$ cat src/rtl/gpr_snap_reader_pkg.sv
// gpr_snap_reader_pkg: shared types for the GPR/RAT snapshot reader.
package gpr_snap_reader_pkg;
   localparam int ROB_IDX_W = 5;
   typedef enum logic [1:0] {IDLE, READ, DRAIN, DONE} snap_state_t;
   typedef struct packed {
      logic [4:0]           idx;
      logic [31:0]          data;
      logic                 rat_valid;
      logic [ROB_IDX_W-1:0] tag;
      logic                 last;
      logic [15:0]          snap_id;
   } gpr_snap_rec_t;
endpackage

$ cat src/rtl/gpr_snap_reader_if.sv
// gpr_snap_reader_if: commit monitor, GPR/RAT debug read port and record stream of the snapshot reader.
interface gpr_snap_reader_if;
   import gpr_snap_reader_pkg::*;
   logic                 mon_valid;
   logic [63:0]          mon_order;
   logic                 rd_en;
   logic [4:0]           rd_addr;
   logic [31:0]          gpr_rdata;
   logic                 rat_valid;
   logic [ROB_IDX_W-1:0] rat_rob_id;
   logic                 out_valid;
   logic                 out_ready;
   logic [4:0]           out_idx;
   logic [31:0]          out_data;
   logic                 out_rat_valid;
   logic [ROB_IDX_W-1:0] out_tag;
   logic                 out_last;
   logic [15:0]          out_snap_id;
   logic [15:0]          drop_cnt;
   logic                 done;
   modport master (
      input  mon_valid, mon_order, gpr_rdata, rat_valid, rat_rob_id, out_ready,
      output rd_en, rd_addr, out_valid, out_idx, out_data, out_rat_valid, out_tag,
             out_last, out_snap_id, drop_cnt, done
   );
   modport slave (
      output mon_valid, mon_order, gpr_rdata, rat_valid, rat_rob_id, out_ready,
      input  rd_en, rd_addr, out_valid, out_idx, out_data, out_rat_valid, out_tag,
             out_last, out_snap_id, drop_cnt, done
   );
endinterface

$ cat src/rtl/gpr_snap_reader_fifo.sv
// gpr_snap_reader_fifo: small record FIFO (power-of-2 depth) with occupancy count.
module gpr_snap_reader_fifo
   import gpr_snap_reader_pkg::*;
#(
   parameter int DEPTH = 2
) (
   input  logic                     clk,
   input  logic                     rst_n,
   input  logic                     push_i,
   input  gpr_snap_rec_t            din_i,
   input  logic                     pop_i,
   output gpr_snap_rec_t            dout_o,
   output logic [$clog2(DEPTH):0]   count_o
);
   localparam int AW = $clog2(DEPTH);
   localparam int CW = AW + 1;
   gpr_snap_rec_t mem_q [DEPTH];
   logic [AW-1:0] wp_q, rp_q;
   logic [CW-1:0] cnt_q;
   always_ff @(posedge clk or negedge rst_n) begin
      if (!rst_n) begin
         mem_q <= '{default: '0};
         wp_q  <= '0;
         rp_q  <= '0;
         cnt_q <= '0;
      end else begin
         if (push_i) mem_q[wp_q] <= din_i;
         wp_q  <= wp_q + AW'(push_i);
         rp_q  <= rp_q + AW'(pop_i);
         cnt_q <= cnt_q + CW'(push_i) - CW'(pop_i);
      end
   end
   assign dout_o  = mem_q[rp_q];
   assign count_o = cnt_q;
endmodule

$ cat src/rtl/gpr_snap_reader.sv
// gpr_snap_reader: on a windowed commit, walks x0..x31 through the GPR/RAT debug port
// and streams one record per register to a valid/ready sink.
module gpr_snap_reader
   import gpr_snap_reader_pkg::*;
#(
   parameter logic [63:0] ORDER_START = 64'd2000,
   parameter logic [63:0] ORDER_END   = 64'd2100,
   parameter int          BUF_DEPTH   = 2
) (
   input logic               clk,
   input logic               rst_n,
   gpr_snap_reader_if.master bus
);
   localparam int CW = $clog2(BUF_DEPTH) + 1;
   snap_state_t   state_q, state_d;
   logic [4:0]    idx_q, addr_q;
   logic          inflight_q;
   logic [15:0]   snap_q, drop_q;
   logic [CW-1:0] count;
   gpr_snap_rec_t rsp_rec, head_rec, out_rec;
   logic          trig, past, issue, out_valid, pop, fifo_push, fifo_pop, x0;
   assign trig = bus.mon_valid && bus.mon_order >= ORDER_START && bus.mon_order < ORDER_END;
   assign past = bus.mon_valid && bus.mon_order > ORDER_END;
   always_ff @(posedge clk or negedge rst_n) begin
      if (!rst_n) state_q <= IDLE;
      else        state_q <= state_d;
   end
   always_comb begin
      state_d = state_q;
      if (past)                                                state_d = DONE;
      else if (state_q == IDLE && trig)                        state_d = READ;
      else if (state_q == READ && issue && idx_q == 5'd31)     state_d = DRAIN;
      else if (state_q == DRAIN && count == '0 && !inflight_q) state_d = IDLE;
   end
   // Occupancy counts in-flight reads so a response always has a buffer slot waiting.
   always_comb issue = state_q == READ && (32'(count) + 32'(inflight_q)) < BUF_DEPTH;
   always_ff @(posedge clk or negedge rst_n) begin
      if (!rst_n) begin
         idx_q      <= '0;
         addr_q     <= '0;
         inflight_q <= 1'b0;
         snap_q     <= '0;
         drop_q     <= '0;
      end else begin
         idx_q      <= state_q == IDLE && trig ? 5'd0 : idx_q + 5'(issue);
         addr_q     <= idx_q;
         inflight_q <= issue;
         snap_q     <= snap_q + 16'(pop && out_rec.last);
         drop_q     <= drop_q + 16'(trig && (state_q == READ || state_q == DRAIN) && drop_q != 16'hFFFF);
      end
   end
   assign x0      = addr_q == 5'd0;
   assign rsp_rec = '{idx: addr_q, data: x0 ? 32'd0 : bus.gpr_rdata, rat_valid: x0 | bus.rat_valid,
                      tag: x0 ? {ROB_IDX_W{1'b0}} : bus.rat_rob_id, last: addr_q == 5'd31, snap_id: snap_q};
   // An empty buffer presents the arriving response directly; it is only stored if not taken.
   assign out_valid = count != '0 || inflight_q;
   assign out_rec   = count != '0 ? head_rec : inflight_q ? rsp_rec : '0;
   assign pop       = out_valid && bus.out_ready;
   assign fifo_pop  = pop && count != '0;
   assign fifo_push = inflight_q && !(count == '0 && bus.out_ready);
   gpr_snap_reader_fifo #(.DEPTH(BUF_DEPTH)) u_fifo (
      .clk    (clk),
      .rst_n  (rst_n),
      .push_i (fifo_push),
      .din_i  (rsp_rec),
      .pop_i  (fifo_pop),
      .dout_o (head_rec),
      .count_o(count)
   );
   assign bus.rd_en         = issue;
   assign bus.rd_addr       = idx_q;
   assign bus.out_valid     = out_valid;
   assign bus.out_idx       = out_rec.idx;
   assign bus.out_data      = out_rec.data;
   assign bus.out_rat_valid = out_rec.rat_valid;
   assign bus.out_tag       = out_rec.tag;
   assign bus.out_last      = out_rec.last;
   assign bus.out_snap_id   = out_rec.snap_id;
   assign bus.drop_cnt      = drop_q;
   assign bus.done          = state_q == DONE;
endmodule

$ cat src/flat_wrapper.sv
// flat-port wrapper written by rule: the top's interface ports become plain ports
module gpr_snap_reader_flat import gpr_snap_reader_pkg::*;
#(
   parameter logic [63:0] ORDER_START = 64'd2000,
   parameter logic [63:0] ORDER_END   = 64'd2100,
   parameter int          BUF_DEPTH   = 2
)
  (clk, rst_n, bus_mon_valid, bus_mon_order, bus_gpr_rdata, bus_rat_valid, bus_rat_rob_id, bus_out_ready, bus_rd_en, bus_rd_addr, bus_out_valid, bus_out_idx, bus_out_data, bus_out_rat_valid, bus_out_tag, bus_out_last, bus_out_snap_id, bus_drop_cnt, bus_done);
  gpr_snap_reader_if bus_i ();
  input logic clk;
  input logic rst_n;
  input wire logic [$bits(bus_i.mon_valid)-1:0] bus_mon_valid;
  input wire logic [$bits(bus_i.mon_order)-1:0] bus_mon_order;
  input wire logic [$bits(bus_i.gpr_rdata)-1:0] bus_gpr_rdata;
  input wire logic [$bits(bus_i.rat_valid)-1:0] bus_rat_valid;
  input wire logic [$bits(bus_i.rat_rob_id)-1:0] bus_rat_rob_id;
  input wire logic [$bits(bus_i.out_ready)-1:0] bus_out_ready;
  output wire logic [$bits(bus_i.rd_en)-1:0] bus_rd_en;
  output wire logic [$bits(bus_i.rd_addr)-1:0] bus_rd_addr;
  output wire logic [$bits(bus_i.out_valid)-1:0] bus_out_valid;
  output wire logic [$bits(bus_i.out_idx)-1:0] bus_out_idx;
  output wire logic [$bits(bus_i.out_data)-1:0] bus_out_data;
  output wire logic [$bits(bus_i.out_rat_valid)-1:0] bus_out_rat_valid;
  output wire logic [$bits(bus_i.out_tag)-1:0] bus_out_tag;
  output wire logic [$bits(bus_i.out_last)-1:0] bus_out_last;
  output wire logic [$bits(bus_i.out_snap_id)-1:0] bus_out_snap_id;
  output wire logic [$bits(bus_i.drop_cnt)-1:0] bus_drop_cnt;
  output wire logic [$bits(bus_i.done)-1:0] bus_done;
  assign bus_i.mon_valid = bus_mon_valid;
  assign bus_i.mon_order = bus_mon_order;
  assign bus_i.gpr_rdata = bus_gpr_rdata;
  assign bus_i.rat_valid = bus_rat_valid;
  assign bus_i.rat_rob_id = bus_rat_rob_id;
  assign bus_i.out_ready = bus_out_ready;
  assign bus_rd_en = bus_i.rd_en;
  assign bus_rd_addr = bus_i.rd_addr;
  assign bus_out_valid = bus_i.out_valid;
  assign bus_out_idx = bus_i.out_idx;
  assign bus_out_data = bus_i.out_data;
  assign bus_out_rat_valid = bus_i.out_rat_valid;
  assign bus_out_tag = bus_i.out_tag;
  assign bus_out_last = bus_i.out_last;
  assign bus_out_snap_id = bus_i.out_snap_id;
  assign bus_drop_cnt = bus_i.drop_cnt;
  assign bus_done = bus_i.done;
  gpr_snap_reader #(.ORDER_START(ORDER_START), .ORDER_END(ORDER_END), .BUF_DEPTH(BUF_DEPTH)) u_core (.clk(clk), .rst_n(rst_n), .bus(bus_i));
endmodule
$ cat config.mk
export PLATFORM = sky130hd
export DESIGN_NAME = gpr_snap_reader_flat
export DESIGN_NICKNAME = d
export VERILOG_FILES = /design/src/rtl/gpr_snap_reader_pkg.sv /design/src/rtl/gpr_snap_reader_if.sv /design/src/rtl/gpr_snap_reader_fifo.sv /design/src/rtl/gpr_snap_reader.sv /design/src/flat_wrapper.sv
export SDC_FILE = /design/constraint.sdc
export NUM_CORES = 1
export LEC_CHECK = 0
export ABC_AREA = 1
export BUFFER_PORTS_ARGS = -buffer_cell sky130_fd_sc_hd__buf_4
export CAP_MARGIN = 20
export CORE_MARGIN = 5
export CORE_UTILIZATION = 49
export CTS_BUF_LIST = sky130_fd_sc_hd__clkbuf_16
export DETAILED_ROUTE_END_ITERATION = 12
export PLACE_DENSITY_LB_ADDON = 0.1
export SETUP_SLACK_MARGIN = 0.1
export SLEW_MARGIN = 25
export SYNTH_ARGS = -nofsm -noshare
export SYNTH_HDL_FRONTEND = slang
export SYNTH_SLANG_ARGS = --single-unit
$ cat constraint.sdc
create_clock -name clk -period 2.1 [get_ports clk]
set_clock_uncertainty 0.1 [all_clocks]
set_input_delay 0 -clock clk [delete_from_list [all_inputs] [get_ports clk]]
set_output_delay 0 -clock clk [all_outputs]
set_load 0.05 [all_outputs]
==> metrics.txt <==
status finished with violations; failing checks setup timing; RePlAce Congestion about 0.80; HPWL after DPL ~14000 um; initial drt markers approximately 550; GR peak layer met2; switching share of power 44.0%; final WL 25400 um; Post-Syn Area per Cell 8.29 um2; largest net degree at the start of global routing 73; overall routing resource usage roughly a quarter; first-pass GRT wire length 38800 um; Final ANT Viol Nets 0; Core Rows 47; Skew-Pair Late Insertion Delay 420 ps; Clock Power Share 22.9%; First-pass DRT Iterations 5; Max-slew headroom between 60% and 70%; slowest CP cell dfrtp_1; Post-Synthesis Cells 985; stages on the worst setup path 8; smallest hold slack between 7 and 8 ps; Nets about 1400; Hold Path Class input port to asynchronous set/reset pin; Static Leak approximately 6.0 nW; Synth Flop Type dfrtp_1; Sw Pwr between 0.006 and 0.007 W; Worst Slack Setup Final -123 ps; vias between 8000 and 9000; met1 Track Usage GR approximately a third; crit path from u_core.addr_q[1]; period utilisation layout 106%; die footprint between 15000 and 20000 um2; ys async rst share 100%; count of final hold-check violations 0; Slew Viols, Final 0; Cell Area, Synth just over 8000 um2; CTS buffer count 17; Worst R2R Start u_core.u_fifo.count_o[1]; Setup CP Type register to output port; root buffer cell clkbuf_16; number of buffers added on ports around 190; CTS tree done; met2 Resource Use GR approximately two fifths; commonest cells in the netlist nand2_1 (253), dfrtp_1 (169), o21ai_0 (169), nor2_1 (120), o22ai_1 (52); register share of total power between 20% and 30%; WL per Instance ~17 um; share of layout cells above drive strength 1 about 34%; Layout Cells excl Fill 1503; number of synthesized flops with an enable pin 0; Post-route DRC 0; Worst-path clk slew roughly 60 ps; maxcap violations 0; DR vias/cell about 5.4; critical path peak fanout 6; r2r setup slk -120 ps; initial antenna violation count 0; Num Clock Sinks roughly 170; Core ar. about 16000 um2; crit end category output port; Critical Path Source Type register; share of the synthesized area in the top cell type 51.8%; vias in the first global route 7820; Worst Path Required around 2000 ps; Power Internal 0.00792 W; gr ovfl total 0; critical path's largest stage delay between 300 and 400 ps; Synth warnings 0; Reg-to-Reg End u_core.snap_q[13]; most repeated cell in the gate-level netlist after synthesis nand2_1; RSZ-0062 raised after global routing true; Fmax about 450 MHz; I/O pins between 150 and 200; H-Tree Depth 4; Pwr Density 1150 nW/um2; FF-to-FF path depth 13; cell chain of the critical path buf_4 > nor3_4 > nand3_4 > buf_6 > buf_12 > a21oi_2 > o21bai_4 > buf_8; worst-margin pin slew roughly 530 ps; die width between 100 and 150 um; Max rail drop VDD 926 uV; Synth Net Count 1105; Final min period roughly 2200 ps; Cell variety after synth 37; Worst EP arrival approximately 2100 ps; post-synthesis sequential area ratio about half; DIE HEIGHT between 100 and 150 um; CP endpoint bus_out_rat_valid; Initial Utilization between 40% and 50%; ant diodes 0; #FFs+latches synth between 150 and 200; Logic pwr share 51.1%; placed cells 1400; met3 Use GR around 6.3%; Synth area leader dfrtp_1; setup violators final just over 50; family with the most delay on the worst path buffers and inverters; area grow syn2layout 50.2%; clock buffer depth 2; top post-synthesis cells by area dfrtp_1 (52%), nand2_1 (12%), o21ai_0 (10%); CP bufs+invs 4
-- what timing repair did --
action,in CTS,in global routing
endpoints found under the hold margin,249,0
hold buffers,41,0
cloned,5,4
buffers inserted,11,14
resized for setup,59,73
pin swaps,14,21
setup endpoints to repair,82,166
-- worst min path at each step --
stage | start | endpoint | slack, ps | cells after the start
2_1_floorplan | rst_n | u_core.addr_q[0] | -400 | 0
3_3_place_gp | rst_n | u_core.u_fifo.mem_q[49] | -100 | 1
3_5_place_dp | rst_n | u_core.u_fifo.mem_q[49] | -110 | 1
4_1_cts | bus_mon_order[13] | u_core.state_q[1] | 3 | 9
5_1_grt | rst_n | u_core.u_fifo.mem_q[49] | 40 | 2
6_report | rst_n | u_core.u_fifo.mem_q[49] | 8 | 2
-- stage by stage --
stage | TNS (ps) | instance area [um2] | util (%) | power [W] | worst slack [ps]
global placement | -797 | 10300 | 62.6 | 0.00987 | -224
floorplan | -2630 | 8290 | - | 0.00789 | -407
global route | -9030 | 12300 | 74.5 | 0.0148 | -297
CTS | -2540 | 11800 | 71.5 | 0.0138 | -126
finish | -3750 | 12300 | 74.5 | 0.0141 | -123
detailed placement | -1640 | 10300 | 62.6 | 0.00991 | -315
-- power groups by stage --
| stage | sequential [W] | clock, W | combinational [W] |
|---|---|---|---|
| after floorplan | 0.00369 | 0 | 0.00420 |
| after global placement | 0.00369 | 0 | 0.00619 |
| after detailed placement | 0.00370 | 0 | 0.00621 |
| after CTS | 0.00365 | 0.00329 | 0.00687 |
| after global routing | 0.00369 | 0.00344 | 0.00762 |
| final | 0.00367 | 0.00324 | 0.00723 |
-- logic make-up after synthesis --
logic type,share of synthesized area [%]
and+or+nand+nor,22.0
AOI/OAI and AO/OA,15.4
DFF,51.8
buffers and inverters,5.21
xor gates and xnor gates,3.43
adders and majority gates,2.14
-- metal layers --
layer | part of all wire, % | vias up
met4 | 1.5 | 0
met3 | 7.2 | 27
li1 | - | 3832
met2 | 50 | 316
met1 | 42 | 3909
met5 | 0 | -
-- cell usage in the layout, fill, tap and decap left out, types with 5 or more instances in the layout --
cell,n
o22ai_2,9
clkbuf_16,21
ha_1,6
buf_16,5
xor2_1,24
o21ai_0,166
inv_1,38
dfrtp_1,152
o21ai_1,6
buf_12,13
nand2_1,204
nand4_1,11
buf_4,242
nor2_1,117
nor2_4,7
dlygate4sd3_1,41
nand3_1,14
nand2_2,40
dfrtp_2,17
o22ai_1,43
clkinv_4,5
inv_2,8
ha_4,5
nand2_4,11
xnor2_1,7
buf_6,17
-- registers in the layout, summed over array words and instances (netlist names) --
| name | cells |
|---|---|
| u_core.addr_q | 5 |
| u_core.bus.drop_cnt | 16 |
| u_core.bus.rd_addr | 5 |
| u_core.inflight_q | 1 |
| u_core.snap_q | 16 |
| u_core.state_q | 2 |
| u_core.u_fifo.count_o | 2 |
| u_core.u_fifo.mem_q | 120 |
| u_core.u_fifo.rp_q | 1 |
| u_core.u_fifo.wp_q | 1 |
-- area by class of cell --
cell class / instances / area, um2
multi-input cells: 712 / 4000
flip-flops and latches: 169 / 4250
inverters: 48 / 195
clock inverters: 14 / 184
well taps: 220 / 275
repair buffers: 323 / 2930
fillers: 1235 / 4200
clock buffers: 17 / 425
No activity file was read; power rests on OpenSTA's default activity.
